$ cat src/rtl/dct_transpose_buffer.sv
// 8x8 transpose buffer between the row and column 1-D DCT passes: row-major fill, column-major drain.
// Optional output rounding/scaling is enabled by defining DCT_TP_SCALE_EN.
module dct_transpose_buffer #(
    parameter int BITS  = 25,
    parameter int SHIFT = 2
) (
    input  logic            clk,
    input  logic            rst,
    input  logic [BITS-1:0] din,
    input  logic            din_sync,
    output logic [BITS-1:0] dout,
    output logic            dout_valid,
    output logic            dout_sync,
    output logic            blk_start,
    output logic            sync_err
);

`ifdef DCT_TP_SCALE_EN
    localparam bit SCALE_EN = 1'b1;
`else
    localparam bit SCALE_EN = 1'b0;
`endif
    localparam logic [BITS-1:0] RND = BITS'(1) << (SHIFT - 1);

    typedef enum logic { W_IDLE, W_FILL }  w_state_t;
    typedef enum logic { R_IDLE, R_DRAIN } r_state_t;

    logic [BITS-1:0] mem [0:127];

    w_state_t   w_state, w_state_next;
    logic       wr_bank, wr_bank_next;
    logic [2:0] row, row_next, col, col_next;
    logic [2:0] wr_row, wr_col;
    logic       wr_en, launch, err_next;

    r_state_t   r_state, r_state_next;
    logic       rd_bank, rd_bank_next;
    logic [5:0] k, k_next;
    logic       rd_en;

    logic [BITS-1:0] rd_data;
    logic            rd_valid;
    logic [5:0]      rd_k;

    logic [BITS-1:0] sum, scaled, out_word;
    logic [BITS-2:0] mag_scaled;

    always_comb begin
        w_state_next = w_state;
        wr_bank_next = wr_bank;
        row_next     = row;
        col_next     = col;
        wr_row       = row;
        wr_col       = col;
        wr_en        = 1'b0;
        launch       = 1'b0;
        err_next     = 1'b0;
        case (w_state)
            W_IDLE: begin
                if (din_sync) begin
                    wr_en        = 1'b1;
                    wr_row       = '0;
                    wr_col       = '0;
                    row_next     = '0;
                    col_next     = 3'd1;
                    w_state_next = W_FILL;
                end
            end
            W_FILL: begin
                wr_en = 1'b1;
                if (din_sync && col != 3'd0) begin
                    // Misplaced sync: restart the current row at column 0.
                    err_next = 1'b1;
                    wr_col   = '0;
                    col_next = 3'd1;
                end else if (col == 3'd7) begin
                    col_next = '0;
                    if (row == 3'd7) begin
                        row_next     = '0;
                        wr_bank_next = ~wr_bank;
                        launch       = 1'b1;
                    end else begin
                        row_next = row + 3'd1;
                    end
                end else begin
                    col_next = col + 3'd1;
                end
            end
            default: w_state_next = W_IDLE;
        endcase
    end

    always_ff @(posedge clk) begin
        if (rst) begin
            w_state  <= W_IDLE;
            wr_bank  <= 1'b0;
            row      <= '0;
            col      <= '0;
            sync_err <= 1'b0;
        end else begin
            w_state  <= w_state_next;
            wr_bank  <= wr_bank_next;
            row      <= row_next;
            col      <= col_next;
            sync_err <= err_next;
        end
    end

    always_ff @(posedge clk) begin
        if (wr_en && !rst)
            mem[{wr_bank, wr_row, wr_col}] <= din;
    end

    // A launch overrides the end-of-block return to idle, giving gapless output.
    always_comb begin
        r_state_next = r_state;
        rd_bank_next = rd_bank;
        k_next       = k;
        rd_en        = 1'b0;
        if (r_state == R_DRAIN) begin
            rd_en  = 1'b1;
            k_next = k + 6'd1;
            if (k == 6'd63)
                r_state_next = R_IDLE;
        end
        if (launch) begin
            r_state_next = R_DRAIN;
            rd_bank_next = wr_bank;
            k_next       = '0;
        end
    end

    always_ff @(posedge clk) begin
        if (rst) begin
            r_state  <= R_IDLE;
            rd_bank  <= 1'b0;
            k        <= '0;
            rd_valid <= 1'b0;
            rd_k     <= '0;
        end else begin
            r_state  <= r_state_next;
            rd_bank  <= rd_bank_next;
            k        <= k_next;
            rd_valid <= rd_en;
            rd_k     <= k;
        end
    end

    always_ff @(posedge clk) begin
        if (rd_en)
            rd_data <= mem[{rd_bank, k[2:0], k[5:3]}];
    end

    always_comb begin
        sum        = {1'b0, rd_data[BITS-2:0]} + RND;
        mag_scaled = (BITS-1)'(sum >> SHIFT);
        scaled     = {rd_data[BITS-1] & (mag_scaled != '0), mag_scaled};
        out_word   = SCALE_EN ? scaled : rd_data;
    end

    always_ff @(posedge clk) begin
        if (rst) begin
            dout       <= '0;
            dout_valid <= 1'b0;
            dout_sync  <= 1'b0;
            blk_start  <= 1'b0;
        end else begin
            dout_valid <= rd_valid;
            dout_sync  <= rd_valid && (rd_k[2:0] == 3'd0);
            blk_start  <= rd_valid && (rd_k == 6'd0);
            if (rd_valid)
                dout <= out_word;
        end
    end

endmodule

$ cat config.mk
export PLATFORM = sky130hd
export DESIGN_NAME = dct_transpose_buffer
export DESIGN_NICKNAME = d
export VERILOG_FILES = /design/src/rtl/dct_transpose_buffer.sv
export SDC_FILE = /design/constraint.sdc
export NUM_CORES = 2
export LEC_CHECK = 0
export CAP_MARGIN = 20
export CORE_ASPECT_RATIO = 2
export CORE_MARGIN = 5
export CORE_UTILIZATION = 51
export CTS_CLUSTER_DIAMETER = 50
export DETAILED_ROUTE_END_ITERATION = 12
export GPL_TIMING_DRIVEN = 0
export PLACE_DENSITY = 0.78
export SETUP_SLACK_MARGIN = 0.5
export SLEW_MARGIN = 10
export SYNTH_ARGS = -nofsm -noshare
export SYNTH_HDL_FRONTEND = slang
export SYNTH_SLANG_ARGS = --single-unit
$ cat constraint.sdc
create_clock -name clk -period 8.2 [get_ports clk]
set_input_delay 0.82 -clock clk [delete_from_list [all_inputs] [get_ports clk]]
set_output_delay 0.82 -clock clk [all_outputs]
set_load 0.1 [all_outputs]
==> Word level (Yosys, flattened, before mapping) <==
Memories as Yosys holds them, arrays and structs flattened. A register that Yosys moved wholly into a read port is not among the register bits.
Cells that the tools add are included.
{ "word_totals": {"ff_bits": 52, "ram_bits": 3200, "in_bits": 28, "mem_count": 1} }
{ "memory_table": {"columns": ["name", "depth", "width", "rd", "rd_clocked_by_memory_dff", "write_ports", "line", "text"], "rows": [
  ["mem", 128, 25, 1, 1, 1, "28", "logic [BITS-1:0] mem [0:127];"]
]} }
{ "op_classes": {"n_addsub": 3, "eq_ne": 6, "n_mux": 27, "n_bitwise": 3, "reduce_logical": 12} }
{ "ops": {"columns": ["operator", "count"], "rows": [
  ["two-way mux 3 bit", 10],
  ["one-hot mux 3 bit (2 select lines)", 3],
  ["two-way mux 1 bit", 13],
  ["adder 3 x 1 -> 3 bit (second input constant)", 2],
  ["adder 6 x 1 -> 6 bit (second input constant)", 1],
  ["equality test 3 bit (second input constant)", 2],
  ["equality test 6 bit (second input constant)", 1],
  ["zero test 6 bit", 1],
  ["logical AND 1 bit", 4],
  ["!= test 2 bit (second input constant)", 2],
  ["AND reduction 4 bit", 1],
  ["OR reduction 2 bit", 2],
  ["zero test 3 bit", 1],
  ["NOT 1 bit", 3],
  ["nonzero test 3 bit", 1],
  ["!= test 2 x 1 -> 1 bit (second input constant)", 1],
  ["one-hot mux 1 bit (2 select lines)", 1],
  ["AND reduction 2 bit", 1],
  ["zero test 1 bit", 1]
]} }

==> Depth between registers and ports, before layout <==
{ "depth": {"depth_word": 6, "ltp_mapped": 10, "mapped_depth_nobuf": 7} }

==> Worst setup path before layout <==
OpenSTA, ideal clock, no wires.
{ "synth_timing": {"kind": "input to register", "from": "input port din_sync", "to": "memory mem[58][0] (enable)", "setup_ns": 0.407, "arrival_ns": 2.909, "path_slack_ns": 4.884, "stages": 6, "cell_sequence": "clkbuf_1 > nand2b_1 > or3_1 > clkbuf_1 > clkbuf_1 > nor2_1"} }
{ "synth_between": {"elab_chain_len": 5} }
{ "synth_lines": {"columns": ["element", "line", "text"], "rows": [
  ["from (decl)", "10", "input logic din_sync,"],
  ["two-way mux 1 bit", "60", "if (din_sync) begin"],
  ["one-hot mux 1 bit (2 select lines)", "58", "case (w_state)"],
  ["logical AND 1 bit", "110", "if (wr_en && !rst)"],
  ["two-way mux 1 bit", "110", null],
  ["two-way mux 1 bit (implied by the code)", "111", "mem[{wr_bank, wr_row, wr_col}] <= din;"],
  ["to (decl)", "28", null]
]} }
Parallel ways exist; a longest one is shown, timed or not.

==> out/results.txt <==
Post-Syn Area: 0.125 mm²
CP arrival: 5890 ps
WHS: 246 ps
Seq/Total Area, Yosys: 0.783
Wire length per cell: 49.0 µm
Die footprint: 0.256 mm²
WHS Path Cells: 1
Hold Violations, Final: 0
Yosys warns: 0
Kind of critical path: register to register
Post-Syn Area per Cell: 22.4 µm²
Overall Power: 32,100 µW
RSZ-0062 raised after global routing: no
Crit share post-route: 0.647
Req. time, crit path: 8780 ps
Die width: 360 µm
Critical path capture point type: register
CP Launch Type: register
Post-synth EDFFs: 3,225
Placed insts: 9,080
Dpl hpwl: 320,000 µm
Vias per cell: 7.14
Most common cell after layout, fill and taps aside: edfxtp_1
Placeable Area: 0.244 mm²
GRT Resource Usage Total: 0.368
Synth cell types: 61
Cell row count: 257
Port Buffers: 55
Worst rel slew slack: 0.0951
CTS root buf: clkbuf_16
Post-DP Area: 0.135 mm²
Pwr Density: 223 mW/mm²
Final Skew: 67.0 ps
Syn Nets: 5,612
FFs w/ async S/R, synth: 0
Initial Util: 0.511
Slew @ Worst Pin: 1320 ps
Clk sink count: 3,277
Worst Hold Class: input pin to register
Drt drc: 0
Post-route cell area: 0.144 mm²
Final antenna-violating net count: 0
CP peak stage delay: 850 ps
Worst path slowest cell: clkbuf_1
Setup TNS: 0 ps
H-tree levels: 5
Top cell by count, worst path: clkbuf_1
Max Buffers Root-to-Sink: 4
Total gr overflow: 0
Setup Buffers After CTS: 0
Achievable Freq: 0.189 GHz
Via count of the routed design: 68.4k
Maxcap violations: 0
Most used flip-flop cell after synthesis: edfxtp_1
Outcome: completed
CTS hold repair buffers: 0
Largest net degree at the start of global routing: 113
Skew-Pair Late Insertion Delay: 930 ps
Worst Reg-to-Reg Cells: 8
Synthesized flop and latch total: 3,277
Commonest cells after routing, fill and taps aside: 3,225 x edfxtp_1, 743 x mux4_2, 278 x clkbuf_16, 201 x mux2i_1, 128 x nor2_4
Die height: 710 µm
Share of cells above drive strength 1: 0.285
Cell Chain, Critical Path: clkbuf_1, clkbuf_1, buf_1, clkbuf_1, clkbuf_2, nand3_1, nand2_1, a32oi_1
Area growth syn-to-layout: 15.3%
# resized after CTS: 0
Iteration-0 DRC Markers: 12.1k
CTS tree: done
GP Congestion: 1.03
Worst-path clk slew: 70 ps
Vias in the first global route: 66.9k
Initial antenna violation count: 37
Drt first pass iters: 6
Gate Count Post-Synth: 5,578
# setup viols final: 0
Final non-filler cell total: 9,591
Nets: 6,158
CP Max Fanout: 10
Pleak: 0.0433 µW
Final worst path period need: 5300 ps
Slew Viols, Final: 0
Total Wirelength: 470,000 µm
Worst ir drop on vdd: 0.142 mV
Cts bufs inserted: 267
I/O pins: 57
First-pass GRT wire length: 616,000 µm
-- per-layer routing --
| layer | share of wire | track usage | wire length [µm] | vias to the layer above |
|---|---|---|---|---|
| met1 | 0.27 | 0.380 | 126000 | 35111 |
| li1 | - | - | - | 24734 |
| met4 | 0.14 | 0.367 | 64600 | 14 |
| met5 | 0.00021 | 0 | 99 | - |
| met3 | 0.12 | 0.107 | 57000 | 1946 |
| met2 | 0.47 | 0.591 | 223000 | 6640 |
-- power breakdown --
part / internal (µW) / total (µW) / switching, µW
Sequential: 18400 / 18400 / 6.74
Clock: 7140 / 13200 / 6080
Combinational: 77.9 / 505 / 428
Total: 25600 / 32100 / 6510
-- worst max-delay path, delay by kind of cell, from the launching register on --
kind,cells,cell delay (ps)
and+or+nand+nor,2,900
AOI/OAI and AO/OA,1,300
DFF,1,340
buffers and inverters,5,3440
-- worst paths after layout --
| check | to | from | slack (ps) |
|---|---|---|---|
| worst max register to register | out_word[20]$_DFFE_PP_ | k[1]$_SDFFE_PP0P_ | 2900 |
| worst min-delay path | mem[122][24]$_DFFE_PP_ | din[24] | 250 |
| worst max-delay path | out_word[20]$_DFFE_PP_ | k[1]$_SDFFE_PP0P_ | 2900 |
| worst min register to register | blk_start$_SDFF_PP0_ | rd_k[3]$_SDFF_PP0_ | 380 |
-- registers in the layout (all words and copies together), names as in the netlist --
register    flops
rd_valid        1
dout_sync       1
out_word       25
k               6
col             3
dout           25
rd_bank         1
sync_err        1
row             3
w_state         1
rd_k            6
blk_start       1
r_state         1
wr_bank         1
dout_valid      1
mem          3200
-- cells by family after synthesis --
group,after synthesis,share of synthesized area
AO/OA/AOI/OAI,504,0.0288
XOR/XNOR,6,0.000421
adder cells (fa/ha/maj),6,0.000601
buffers and inverters,324,0.0150
flip-flops,3277,0.783
multiplexers,993,0.154
AND/OR/NAND/NOR,468,0.0174
-- Yosys cell counts, types with 52 or more instances --
| master | number | share of area |
|---|---|---|
| nor2_1 | 212 | 0.0064 |
| o22ai_1 | 60 | 0.0030 |
| a22oi_1 | 114 | 0.0068 |
| mux4_2 | 743 | 0.13 |
| edfxtp_1 | 3225 | 0.77 |
| mux2i_1 | 202 | 0.016 |
| clkbuf_1 | 132 | 0.0040 |
| a21oi_1 | 80 | 0.0032 |
| nand2_1 | 97 | 0.0029 |
| buf_2 | 76 | 0.0030 |
| a22o_1 | 67 | 0.0047 |
| dfxtp_1 | 52 | 0.0083 |
-- area by class of cell --
type,count,area [µm²]
well taps,3237,4050
repair buffers,277,5150
fillers,16610,100000
clock inverters,158,1600
flip-flops and latches,3277,97900
diodes,29,72.6
inverters,5,18.8
plain buffers,319,1910
multi-input cells,1977,26300
clock buffers,312,7090
-- through the flow --
stage	setup slack, ps	utilization
global placement	1620	0.530
CTS	3220	0.589
finish	2900	0.590
global route	3240	0.589
detailed placement	3220	0.553
floorplan	4880	-
Note: power is estimated with default switching activity, not from simulation.
